===== src/rtl/ctrl_pkg.sv =====
// Shared encodings for the multicycle controller: FSM states, opcodes, one-hot
// C-type funcs, ALU operation codes and error codes.
package ctrl_pkg;

  typedef enum logic [4:0] {
    S_IF   = 5'd0,
    S_ID   = 5'd1,
    S_LWA  = 5'd2,
    S_LWB  = 5'd3,
    S_SW   = 5'd4,
    S_JMP  = 5'd5,
    S_BRZ  = 5'd6,
    S_MT   = 5'd7,
    S_MF0  = 5'd8,
    S_MF1  = 5'd9,
    S_R1   = 5'd10,
    S_R2   = 5'd11,
    S_R3   = 5'd12,
    S_IMM  = 5'd13,
    S_IWB  = 5'd14,
    S_HALT = 5'd15,
    S_ERR  = 5'd16
  } state_t;

  localparam logic [3:0] OP_LW    = 4'b0000;
  localparam logic [3:0] OP_SW    = 4'b0001;
  localparam logic [3:0] OP_J     = 4'b0010;
  localparam logic [3:0] OP_HALT  = 4'b0011;
  localparam logic [3:0] OP_BRZ   = 4'b0100;
  localparam logic [3:0] OP_CTYPE = 4'b1000;

  localparam logic [8:0] F_MT  = 9'h001;
  localparam logic [8:0] F_MF  = 9'h002;
  localparam logic [8:0] F_ADD = 9'h004;
  localparam logic [8:0] F_SUB = 9'h008;
  localparam logic [8:0] F_AND = 9'h010;
  localparam logic [8:0] F_OR  = 9'h020;
  localparam logic [8:0] F_XOR = 9'h040;
  localparam logic [8:0] F_NOP = 9'h080;

  localparam logic [2:0] ALU_ADD = 3'd0;
  localparam logic [2:0] ALU_SUB = 3'd1;
  localparam logic [2:0] ALU_AND = 3'd2;
  localparam logic [2:0] ALU_OR  = 3'd3;
  localparam logic [2:0] ALU_XOR = 3'd4;

  // Selects where alu_op_decode takes the operation from.
  typedef enum logic [1:0] {
    CLS_ADD = 2'd0,
    CLS_SUB = 2'd1,
    CLS_R   = 2'd2,
    CLS_IMM = 2'd3
  } alu_cls_t;

  localparam logic [1:0] ERR_NONE    = 2'b00;
  localparam logic [1:0] ERR_ILLEGAL = 2'b01;
  localparam logic [1:0] ERR_TIMEOUT = 2'b10;

  function automatic logic is_rtype_func(input logic [8:0] f);
    return (f == F_ADD) || (f == F_SUB) || (f == F_AND) || (f == F_OR) || (f == F_XOR);
  endfunction

endpackage


===== src/rtl/alu_op_decode.sv =====
// Combinational ALU operation select: fixed add/sub, R-type func, or immediate
// opcode[1:0].
module alu_op_decode
  import ctrl_pkg::*;
#(
  parameter int ALUOP_W = 3
) (
  input  alu_cls_t           cls,
  input  logic [8:0]         func,
  input  logic [1:0]         imm_sel,
  output logic [ALUOP_W-1:0] alu_op
);

  logic [2:0] code;

  always_comb begin
    code = ALU_ADD;
    case (cls)
      CLS_ADD: code = ALU_ADD;
      CLS_SUB: code = ALU_SUB;
      CLS_R: begin
        case (func)
          F_SUB:   code = ALU_SUB;
          F_AND:   code = ALU_AND;
          F_OR:    code = ALU_OR;
          F_XOR:   code = ALU_XOR;
          default: code = ALU_ADD;
        endcase
      end
      CLS_IMM: begin
        case (imm_sel)
          2'b00:   code = ALU_ADD;
          2'b01:   code = ALU_SUB;
          2'b10:   code = ALU_AND;
          default: code = ALU_OR;
        endcase
      end
      default: code = ALU_ADD;
    endcase
  end

  assign alu_op = ALUOP_W'(code);

endmodule


===== src/rtl/multicycle_ctrl_hs.sv =====
// Multicycle controller for the 16-bit accumulator/stack datapath with memory
// ready handshake, watchdog timeout, illegal-instruction trap and HALT/resume.
//
// state | meaning
// IF    | fetch, wait for mem_ready, PC+1
// ID    | decode and dispatch
// LWA   | data read, wait for mem_ready
// LWB   | write loaded word to stack/acc
// SW    | data write, wait for mem_ready
// JMP   | jump
// BRZ   | branch if zero
// MT    | move to register
// MF0   | move from, first half
// MF1   | move from, write back
// R1    | R-type operand read
// R2    | R-type ALU operation
// R3    | R-type write back
// IMM   | immediate ALU operation
// IWB   | immediate write back
// HALT  | stopped until resume
// ERR   | trapped, only rst_n exits
module multicycle_ctrl_hs
  import ctrl_pkg::*;
#(
  parameter int INSTR_W = 16,
  parameter int ALUOP_W = 3,
  parameter int TMO_W   = 4
) (
  input  logic               clk,
  input  logic               rst_n,
  input  logic [INSTR_W-1:0] instruction,
  input  logic               mem_ready,
  input  logic               resume,
  output logic               mem_req,
  output logic               PCWrite,
  output logic               PCWriteCond,
  output logic               IorD,
  output logic               DM,
  output logic               MemWrite,
  output logic               MemRead,
  output logic               IRWrite,
  output logic               ARS,
  output logic               RegWrite,
  output logic               IMS,
  output logic               NI,
  output logic [1:0]         PCSrc,
  output logic [1:0]         MemToReg,
  output logic [ALUOP_W-1:0] ALUop,
  output logic               halted,
  output logic               err,
  output logic [1:0]         err_code,
  output logic [4:0]         state
);

  // Last count before expiry: the (2**TMO_W-1)-th consecutive wait cycle traps.
  localparam logic [TMO_W-1:0] WD_LAST = {{(TMO_W-1){1'b1}}, 1'b0};

  state_t           ps, ns;
  logic [TMO_W-1:0] wd_cnt, wd_nxt;
  logic [1:0]       err_code_q, err_code_nxt;
  logic             wait_cycle, wd_expire;
  logic [3:0]       opcode;
  logic [8:0]       func;
  alu_cls_t         alu_cls;
  logic             mem_req_c, pc_write_c, pc_write_cond_c, mem_write_c, ir_write_c, reg_write_c;
  logic             unused_instr;

  assign opcode       = instruction[INSTR_W-1 -: 4];
  assign func         = instruction[8:0];
  assign unused_instr = ^instruction;

  assign wait_cycle = ((ps == S_IF) || (ps == S_LWA) || (ps == S_SW)) && !mem_ready;
  assign wd_expire  = wait_cycle && (wd_cnt == WD_LAST);
  assign wd_nxt     = wait_cycle ? wd_cnt + TMO_W'(1) : '0;

  always_ff @(posedge clk or negedge rst_n) begin
    if (!rst_n) begin
      ps         <= S_IF;
      wd_cnt     <= '0;
      err_code_q <= ERR_NONE;
    end else begin
      ps         <= ns;
      wd_cnt     <= wd_nxt;
      err_code_q <= err_code_nxt;
    end
  end

  always_comb begin
    ns              = ps;
    err_code_nxt    = err_code_q;
    alu_cls         = CLS_ADD;
    mem_req_c       = 1'b0;
    pc_write_c      = 1'b0;
    pc_write_cond_c = 1'b0;
    mem_write_c     = 1'b0;
    ir_write_c      = 1'b0;
    reg_write_c     = 1'b0;
    DM              = 1'b0;
    MemRead         = 1'b0;
    ARS             = 1'b0;
    IMS             = 1'b0;
    NI              = 1'b0;
    PCSrc           = 2'b00;
    MemToReg        = 2'b00;
    halted          = 1'b0;
    err             = 1'b0;
    case (ps)
      S_IF: begin
        mem_req_c = 1'b1;
        MemRead   = 1'b1;
        NI        = 1'b1;
        if (mem_ready) begin
          ir_write_c = 1'b1;
          pc_write_c = 1'b1;
          ns         = S_ID;
        end else if (wd_expire) begin
          ns           = S_ERR;
          err_code_nxt = ERR_TIMEOUT;
        end
      end
      S_ID: begin
        ARS = 1'b1;
        if (opcode[3:2] == 2'b11) begin
          ns = S_IMM;
        end else begin
          case (opcode)
            OP_LW:   ns = S_LWA;
            OP_SW:   ns = S_SW;
            OP_J:    ns = S_JMP;
            OP_BRZ:  ns = S_BRZ;
            OP_HALT: ns = S_HALT;
            OP_CTYPE: begin
              if (func == F_MT) begin
                ns = S_MT;
              end else if (func == F_MF) begin
                ns = S_MF0;
              end else if (is_rtype_func(func)) begin
                ns = S_R1;
              end else if (func == F_NOP) begin
                ns = S_IF;
              end else begin
                ns           = S_ERR;
                err_code_nxt = ERR_ILLEGAL;
              end
            end
            default: begin
              ns           = S_ERR;
              err_code_nxt = ERR_ILLEGAL;
            end
          endcase
        end
      end
      S_LWA: begin
        DM        = 1'b1;
        MemRead   = 1'b1;
        mem_req_c = 1'b1;
        if (mem_ready) begin
          ns = S_LWB;
        end else if (wd_expire) begin
          ns           = S_ERR;
          err_code_nxt = ERR_TIMEOUT;
        end
      end
      S_LWB: begin
        ARS         = 1'b1;
        MemToReg    = 2'b01;
        reg_write_c = 1'b1;
        ns          = S_IF;
      end
      S_SW: begin
        DM        = 1'b1;
        ARS       = 1'b1;
        mem_req_c = 1'b1;
        if (mem_ready) begin
          mem_write_c = 1'b1;
          ns          = S_IF;
        end else if (wd_expire) begin
          ns           = S_ERR;
          err_code_nxt = ERR_TIMEOUT;
        end
      end
      S_JMP: begin
        PCSrc      = 2'b01;
        pc_write_c = 1'b1;
        ns         = S_IF;
      end
      S_BRZ: begin
        ARS             = 1'b1;
        PCSrc           = 2'b10;
        alu_cls         = CLS_SUB;
        pc_write_cond_c = 1'b1;
        ns              = S_IF;
      end
      S_MT: begin
        reg_write_c = 1'b1;
        ns          = S_IF;
      end
      S_MF0: ns = S_MF1;
      S_MF1: begin
        ARS         = 1'b1;
        reg_write_c = 1'b1;
        ns          = S_IF;
      end
      S_R1: begin
        ARS = 1'b1;
        ns  = S_R2;
      end
      S_R2: begin
        alu_cls = CLS_R;
        ns      = S_R3;
      end
      S_R3, S_IWB: begin
        ARS         = 1'b1;
        MemToReg    = 2'b10;
        reg_write_c = 1'b1;
        ns          = S_IF;
      end
      S_IMM: begin
        IMS     = 1'b1;
        alu_cls = CLS_IMM;
        ns      = S_IWB;
      end
      S_HALT: begin
        halted = 1'b1;
        if (resume) ns = S_IF;
      end
      S_ERR: err = 1'b1;
      default: ns = S_ERR;
    endcase
  end

  alu_op_decode #(.ALUOP_W(ALUOP_W)) u_alu_op_decode (
    .cls     (alu_cls),
    .func    (func),
    .imm_sel (opcode[1:0]),
    .alu_op  (ALUop)
  );

  // Write strobes and mem_req drop combinationally the moment rst_n falls.
  assign mem_req     = mem_req_c & rst_n;
  assign PCWrite     = pc_write_c & rst_n;
  assign PCWriteCond = pc_write_cond_c & rst_n;
  assign MemWrite    = mem_write_c & rst_n;
  assign IRWrite     = ir_write_c & rst_n;
  assign RegWrite    = reg_write_c & rst_n;
  assign IorD        = 1'b0;
  assign err_code    = err_code_q;
  assign state       = ps;

endmodule


===== config.mk =====
export PLATFORM = sky130hd
export DESIGN_NAME = multicycle_ctrl_hs
export DESIGN_NICKNAME = d
export VERILOG_FILES = /design/src/rtl/ctrl_pkg.sv /design/src/rtl/alu_op_decode.sv /design/src/rtl/multicycle_ctrl_hs.sv
export SDC_FILE = /design/constraint.sdc
export NUM_CORES = 1
export LEC_CHECK = 0
export CAP_MARGIN = 20
export CELL_PAD_IN_SITES_DETAIL_PLACEMENT = 0
export CELL_PAD_IN_SITES_GLOBAL_PLACEMENT = 1
export CORE_UTILIZATION = 30
export DETAILED_ROUTE_END_ITERATION = 12
export PLACE_DENSITY = 0.92
export SKIP_CTS_REPAIR_TIMING = 1
export SLEW_MARGIN = 0
export SYNTH_ARGS = -nofsm -noshare
export SYNTH_HDL_FRONTEND = slang
export SYNTH_HIERARCHICAL = 1
export SYNTH_SLANG_ARGS = --single-unit

===== constraint.sdc =====
create_clock -name clk -period 2.6 [get_ports clk]
set_input_delay 0.26 -clock clk [delete_from_list [all_inputs] [get_ports clk]]
set_output_delay 0.26 -clock clk [all_outputs]
set_load 0.1 [all_outputs]

==> metrics.csv <==
metric;value;unit
status;finished with violations;
violated checks;setup timing;
Synth async-reset ratio;100.0;%
Worst Hold Class;input pin to async pin;
Cell variety after synth;43;
R2R cell count;5;
ranking of synthesized cells by area;dfrtp_1 24%, xnor2_1 5.4%, nor2_1 5.3%;
post-synthesis sequential area ratio;24.20;%
initial antenna violation count;0;
Root Buffer;clkbuf_8;
area leader, netlist;dfrtp_1;
Worst EP arrival;2.39;ns
starting density of the core;31.07;%
routed via count;1338;
Final WS setup;-0.04564;ns
kind of critical path;flip-flop to output pin;
period utilization;101.8;%
post-synthesis sequential element count;11;
clock tree buffer depth;2;
grt ovf;0;
Synth Flop Type;dfrtp_1;
reg2reg end;state[1]$_DFFE_PN0P_;
H-tree Lvls;1;
PD cells;648.8;nW/um^2
CTS tree;done;
layout cells sized above 1;39.00;%
Max Cap Viol;0;
clk_lat worst skew;0.24;ns
flop-to-flop setup slack;0.35;ns
Final Skew;0.004209;ns
drt via density;5.395;
starting DRC count in detailed routing;81;
antenna cells;0;
Placed Area;1939;sq um
gr usage total;18.65;%
synth warn;6;
hold_ws;0.3761;ns
crit start category;flip-flop;
DRT antenna net count;0;
number of synthesized flops with an enable pin;0;
Slew Limit Fails;0;
Yosys top cell area share;24.20;%
Final Util;54.72;%
vias in the first global route;1309;
die area;4041;sq um
fin area;2003;sq um
worst-path maximum fanout;4;
RSZ-0062 raised after global routing;true;
Synth Instances;149;
Post-Syn Area;1137;sq um
Peak VDD IR;392.4;uV
first drt pass iteration count;4;
Leakage;0.7055;nW
r2r startpoint;state[2]$_DFFE_PN0P_;
die height;63.57;um
routability cong.;0.8825;
clock sink total;11;
first-pass GRT wire length;5.982;mm
Critical Path End Type;output pin;
total wire length;3.649;mm
CP required;2.34;ns
NumNets Final;223;
CTS Buf Count;3;
fin crit period;2.646;ns
Site Rows;22;
top-count cell post-synth;nor2_1;
max frequency;0.3780;GHz
largest net degree at the start of global routing;21;
Hold Violations, Final;0;
Die X-Extent;63.57;um
dpl ws;0.1513;ns
syn avg cell area;7.633;sq um
DRC Markers;0;
setup violators final;1;
DP HPWL;2.884;mm
Area Overhead vs Synth;76.13;%
Clk pin slew, worst setup/hold paths;0.05;ns
IO Port Bufs;43;
Syn Nets;171;
most common library cells after synthesis;16 x nor2_1, 11 x dfrtp_1, 10 x a21oi_1;
Core ar.;3661;sq um
I/O pin count;48;
routed len/inst;14.71;um
area by class of cell:
cell class,count,area [sq um]
Timing Repair Buffer,56,598.1
Sequential cell,11,291.5
Tap cell,48,60.06
Fill cell,327,1658
Multi-Input combinational cell,124,989.7
Inverter,5,18.77
Clock buffer,4,45.04
registers in the layout, summed over array words and instances, names as in the netlist:
register,count
err_code,2
state,5
wd_cnt,4
placed cells by master (no fill, tap or decap), types with 2 or more instances in the layout:
| cell | Yosys | layout |
|---|---|---|
| nor4b_1 | 3 | 3 |
| or2_2 | 4 | 3 |
| nor3_1 | 4 | 2 |
| clkbuf_8 | 0 | 3 |
| nor3_4 | 0 | 2 |
| nor2_1 | 16 | 9 |
| dfrtp_1 | 11 | 6 |
| nor3b_1 | 2 | 2 |
| clkdlybuf4s50_1 | 0 | 16 |
| or4b_4 | 1 | 2 |
| dfrtp_4 | 0 | 4 |
| nand3_1 | 5 | 5 |
| nand2b_1 | 5 | 5 |
| and3_1 | 2 | 2 |
| xor2_1 | 3 | 3 |
| or4_1 | 2 | 2 |
| o22ai_1 | 3 | 3 |
| nand3b_1 | 3 | 3 |
| ha_1 | 2 | 2 |
| nor2b_1 | 4 | 3 |
| nor4_4 | 0 | 4 |
| a21oi_1 | 10 | 9 |
| xnor2_1 | 7 | 6 |
| inv_1 | 5 | 5 |
| nor4_1 | 9 | 5 |
| buf_12 | 0 | 11 |
| nand2_1 | 5 | 4 |
| nand4b_1 | 4 | 4 |
| a31oi_1 | 3 | 3 |
| buf_4 | 1 | 29 |
| nor2_2 | 0 | 6 |
| o21ai_0 | 8 | 7 |
layer usage:
metal  global-route usage [%]  vias up  part of all wire (%)
met3                    2.174        7                   5.2
met2                    33.78       49                    52
met5                        0        -                     0
met4                    7.670        0                   1.9
li1                         -      662                     -
met1                    21.88      620                    41
worst max-delay path, stage by stage (launching register included):
cell and delay (ns):
dfrtp_4 0.50, xnor2_2 0.17, nor2_2 0.15, or4b_4 0.48, or3_4 0.36, and4bb_4 0.33, buf_12 0.17
power by group:
| group | switching, W | internal (W) |
|---|---|---|
| clock | 0.0000615 | 0.000107 |
| sequential | 0.0000192 | 0.000204 |
| combinational | 0.000664 | 0.000244 |
how the worst max path moves through the flow:
stage / from / endpoint / cells after the start
after floorplan: state[0]$_DFFE_PN0P_ / NI / 3
after global placement: instruction[1] / ALUop[2] / 5
after detailed placement: state[2]$_DFFE_PN0P_ / ALUop[2] / 6
after CTS: state[2]$_DFFE_PN0P_ / ALUop[2] / 6
after global routing: state[2]$_DFFE_PN0P_ / ALUop[2] / 6
final: state[2]$_DFFE_PN0P_ / ALUop[2] / 6
kinds of logic after synthesis:
family                     synth area share [%]
and+or+nand+nor                           40.15
AOI/OAI and AO/OA                         20.46
buffers and inverters                     4.951
DFF                                       24.20
xor gates and xnor gates                  7.701
adders and majority gates                 2.200
other                                    0.3297
metrics by stage:
step	instances	power (W)	TNS, ns
after floorplan	149	0.0009218	-1.627
after global placement	242	0.001111	0
after detailed placement	242	0.001133	0
after CTS	246	0.001308	-0.1580
after global routing	248	0.001367	-0.2055
final	248	0.001300	-0.04564
No activity file was read; power rests on OpenSTA's default activity.
==> RTL edit 1, RTL diff (same settings) <==
`TMO_W`: 4 -> 6.
--- a/src/rtl/multicycle_ctrl_hs.sv
+++ b/src/rtl/multicycle_ctrl_hs.sv
@@ -25,5 +25,5 @@
   parameter int INSTR_W = 16,
   parameter int ALUOP_W = 3,
-  parameter int TMO_W   = 4
+  parameter int TMO_W   = 6
 ) (
   input  logic               clk,
Function: same outputs for any inputs over 10 cycles, from zero or initial values and one cycle with rst_n low; that may be too few to reach the edited logic, so the function may still have changed.
==> RTL edit 1 against the unedited design <==
The run still ends with setup timing left. Sequential cell count rose by 2. Count of clock-buffer cells in the layout fell by 1. Total power rose by 26%. Synthesized area rose by 11%. Non-clock buffer count fell by 3. Global-route usage fell by 1.2 points. Worst setup slack got worse by 39 ps. Cell count rose by 7.3%. Routed wire length fell by 3.0%. Die area rose by 10%. Clock skew fell by 1.5 ps. Sequential share of layout area rose by 2.0 points. Worst hold slack improved by 6.6 ps. Final area rose by 3.2%.
==> RTL edit 1: results <==
export IMPL_dp_cells=262
export IMPL_finalWirelength_um=3540
export IMPL_routabilityCongestion=0.804
export IMPL_grt_util_met3_pct=2.05
export IMPL_r2r_setup_slack_ps=570
export IMPL_synth_cell_type_count=49
export IMPL_drtIter0Drc=58
export IMPL_syn_nets=192
export IMPL_switching_share_pct=59.7
export IMPL_grt_pass1_vias=1292
export IMPL_post_place_ws_ps=143
export IMPL_worstPathArrival_ps=2420
export IMPL_hpwl_um=2770
export IMPL_synth_ff_type="dfrtp_1"
export IMPL_worstReg2RegStart="state[4]"
export IMPL_syn_inst=170
export IMPL_cp_startpoint="state[1]"
export IMPL_met1_usage_pct=22.5
export IMPL_synth_compound_area_share_pct=17.4
export IMPL_drive_gt1_share_pct=34.7
export IMPL_cts_root_buf="clkbuf_8"
export IMPL_leakagePower_nw=0.783
export IMPL_worstReg2RegEnd="state[2]"
export IMPL_worstRegToRegCells=7
export IMPL_fin_skew_ps=2.72
export IMPL_grt_max_degree=20
export IMPL_dpl_cell_area_mm2=0.00200
export IMPL_met2_usage_pct=29.5
export IMPL_final_area_mm2=0.00207
export IMPL_wl_met2_um=1750
export IMPL_vdd_drop_max_mv=0.563
export IMPL_p_clk_uw=182
export IMPL_crit_type="flip-flop to output pin"
export IMPL_status="finished with violations"
export IMPL_synthTopCellsByCount="nor2_1 (24), nand2_1 (14), dfrtp_1 (13)"
export IMPL_fin_ws_ps=-84.8
export IMPL_crit_fanout=2
export IMPL_synthTopCellsByArea="dfrtp_1 (26%), nor2_1 (7.2%), o21ai_0 (4.4%)"
export IMPL_grt_pass1_wl_um=5950
export IMPL_clockBufferDepth=2
export IMPL_via_count=1384
export IMPL_largest_register_ffs=6
export IMPL_tns_ps=-102
export IMPL_grtUsageTotal_pct=17.4
export IMPL_async_flop_share_pct=100
export IMPL_violations="setup timing"
export IMPL_wl_met1_um=1630
export IMPL_fin_nets=239
export IMPL_setup_viol_count_final=2
export IMPL_synth_xor_area_share_pct=6.97
export IMPL_synthAdderAreaFrac_pct=2.79
export IMPL_wl_per_cell_um=13.3
export IMPL_wl_met3_um=121
export IMPL_yosysSeqAreaShare_pct=25.9
export IMPL_fill_cells=379
export IMPL_whs_ps=383
export IMPL_p_comb_share_pct=72.3
export IMPL_clk_pin_slew_ps=60
export IMPL_p_per_area_mw_per_mm2=793
[RTL edit 1: worst max-delay path by stage]
stage	endpoint	slack, ps	cells after the start
floorplan	RegWrite	-230	5
detailed placement	ALUop[2]	140	6
global route	ALUop[2]	-140	6
finish	ALUop[2]	-80	6
global placement	ALUop[2]	160	6
CTS	ALUop[2]	-130	6
[RTL edit 1: final cells by class]
class,instances,share of cell area (%)
multi-input cells,140,49.3
repair buffers,53,27.8
flip-flops and latches,13,16.5
well taps,50,3.03
clock buffers,3,2.00
inverters,6,1.09
clock inverters,1,0.242
[RTL edit 1: worst max-delay path: stages (launching register included)]
cell      delay, ps
dfrtp_4         480
xor2_2          180
and3_4          210
or4b_4          460
or3_4           360
and4bb_4        320
buf_12          170
[RTL edit 1: cells by family after synthesis]
kind of cell	after synthesis
and+or+nand+nor	91
AOI/OAI and AO/OA	35
buffers and inverters	17
DFF	13
xor gates and xnor gates	10
adders and majority gates	3
other	1
==> RTL edit 2, RTL diff (same flow settings) <==
Without the edit above. Make the reset (`rst_n`) synchronous in one clocked block.
--- a/src/rtl/multicycle_ctrl_hs.sv
+++ b/src/rtl/multicycle_ctrl_hs.sv
@@ -74,5 +74,5 @@
   assign wd_nxt     = wait_cycle ? wd_cnt + TMO_W'(1) : '0;
 
-  always_ff @(posedge clk or negedge rst_n) begin
+  always_ff @(posedge clk) begin
     if (!rst_n) begin
       ps         <= S_IF;
Function: differs if rst_n is asserted again (counterexample within 4 cycles, from zero or initial values and one cycle with rst_n low); with rst_n held inactive, the same outputs for 10 cycles.
==> RTL edit 2 against the unedited design <==
The flow still finishes with violations (setup timing). Synthesized area is 3.2% lower. Sequential cell count unchanged. First-iteration DRC count is 59% lower. Final area decreased by 7.6%. Critical path depth grew 1. Worst setup slack got worse by 180 ps. Total power is 32% lower. Routed wire length decreased by 8.2%. Via count down 2.2%. Critical path type unchanged.
==> RTL edit 2: results <==
export IMPL_grt_pass1_wl_um=5460
export IMPL_vias_per_cell=5.30
export IMPL_r2r_setup_slack_ps=830
export IMPL_cts_root_buf="clkbuf_4"
export IMPL_worstRegToRegCells=6
export IMPL_async_flop_share_pct=0
export IMPL_cts_buffers=3
export IMPL_fin_skew_ps=8.21
export IMPL_whs_ps=499
export IMPL_worstReg2RegEnd="state[3]"
export IMPL_grtUsageTotal_pct=16.9
export IMPL_vdd_drop_max_mv=0.153
export IMPL_crit_fanout=2
export IMPL_syn_inst=153
export IMPL_hold_class="flip-flop to flip-flop"
export IMPL_grt_max_degree=16
export IMPL_wl_per_cell_um=13.6
export IMPL_synthTopCellsByArea="dfxtp_1 (20%), nor2_1 (8.2%), nor3_1 (5.0%)"
export IMPL_synth_compound_area_share_pct=21.5
export IMPL_synth_xor_area_share_pct=7.16
export IMPL_dpl_cell_area_mm2=0.00178
export IMPL_status="finished with violations"
export IMPL_holdPathStages=1
export IMPL_cp_startpoint="state[3]"
export IMPL_largest_register_ffs=5
export IMPL_fin_ws_ps=-227
export IMPL_dp_cells=239
export IMPL_fin_nets=224
export IMPL_clk_pin_slew_ps=70
export IMPL_routabilityCongestion=0.787
export IMPL_violations="setup timing"
export IMPL_drive_gt1_share_pct=38.3
export IMPL_synth_cell_type_count=49
export IMPL_tns_ps=-477
export IMPL_syn_nets=175
export IMPL_drtIter0Drc=33
export IMPL_grt_pass1_vias=1234
export IMPL_yosysSeqAreaShare_pct=20.0
export IMPL_synth_area_mux_share_pct=2.05
export IMPL_synthAdderAreaFrac_pct=2.27
export IMPL_hpwl_um=2710
export IMPL_insertion_delay_ps=260
export IMPL_p_sw_uw=486
export IMPL_syn_to_final_growth_pct=68.2
export IMPL_min_to="wd_cnt[0]"
export IMPL_via_count=1309
export IMPL_post_place_ws_ps=32.5
export IMPL_leakagePower_nw=0.668
export IMPL_worstPathArrival_ps=2570
export IMPL_fill_cells=347
export IMPL_setup_viol_count_final=3
export IMPL_ys_warn_count=6
export IMPL_synthTopCellsByCount="nor2_1 (24), nand2_1 (14), dfxtp_1 (11), nor3_1 (11), o21ai_0 (9)"
[RTL edit 2: changes by cell type after synthesis, sizes merged, moves of 3 or more]
| cell | delta |
|---|---|
| a21oi | -5 |
| clkbuf | -3 |
| dfrtp | -11 |
| dfxtp | +11 |
| nand2 | +9 |
| nand4b | -4 |
| nor2 | +8 |
| nor3 | +8 |
| nor4 | -8 |
| o32a | +3 |
[RTL edit 2: worst max path at each step]
stage / endpoint / slack [ps] / cells past startpoint
after global routing: ALUop[2] / -290 / 7
after CTS: ALUop[2] / -260 / 7
after detailed placement: ALUop[2] / 30 / 7
final: ALUop[2] / -230 / 7
after global placement: ALUop[2] / 50 / 7
after floorplan: ALUop[1] / -360 / 7
[RTL edit 2: power groups by stage]
| stage | registers (mW) | clock network [mW] | logic [mW] |
|---|---|---|---|
| 4_1_cts | 0.194 | 0.112 | 0.577 |
| 2_1_floorplan | 0.267 | 0 | 0.371 |
| 5_1_grt | 0.197 | 0.124 | 0.606 |
| 3_3_place_gp | 0.197 | 0 | 0.567 |
| 3_5_place_dp | 0.198 | 0 | 0.576 |
| 6_report | 0.194 | 0.113 | 0.578 |
[RTL edit 2: worst max-delay path, cell delays in order (launching register included)]
cell and delay, ps:
dfxtp_4 340, or2b_1 250, or2_4 250, nor2_4 90, or4b_4 470, or3_4 380, and4bb_4 350, buf_12 170
[RTL edit 2: per-layer routing]
metal	vias to the layer above	GRT usage, %	share of wire (%)
met3	4	1.28	3.9
met5	-	0	0
met1	614	19.5	41
met2	37	32.1	54
li1	654	-	-
met4	0	5.81	0.75
[RTL edit 2: area by class of cell]
type / count / share of cell area, %
multi-input combinational: 130 / 52.6
sequential: 11 / 12.8
timing repair buffer: 52 / 29.3
tap: 46 / 3.11
clock buffer: 4 / 1.42
inverter: 4 / 0.811
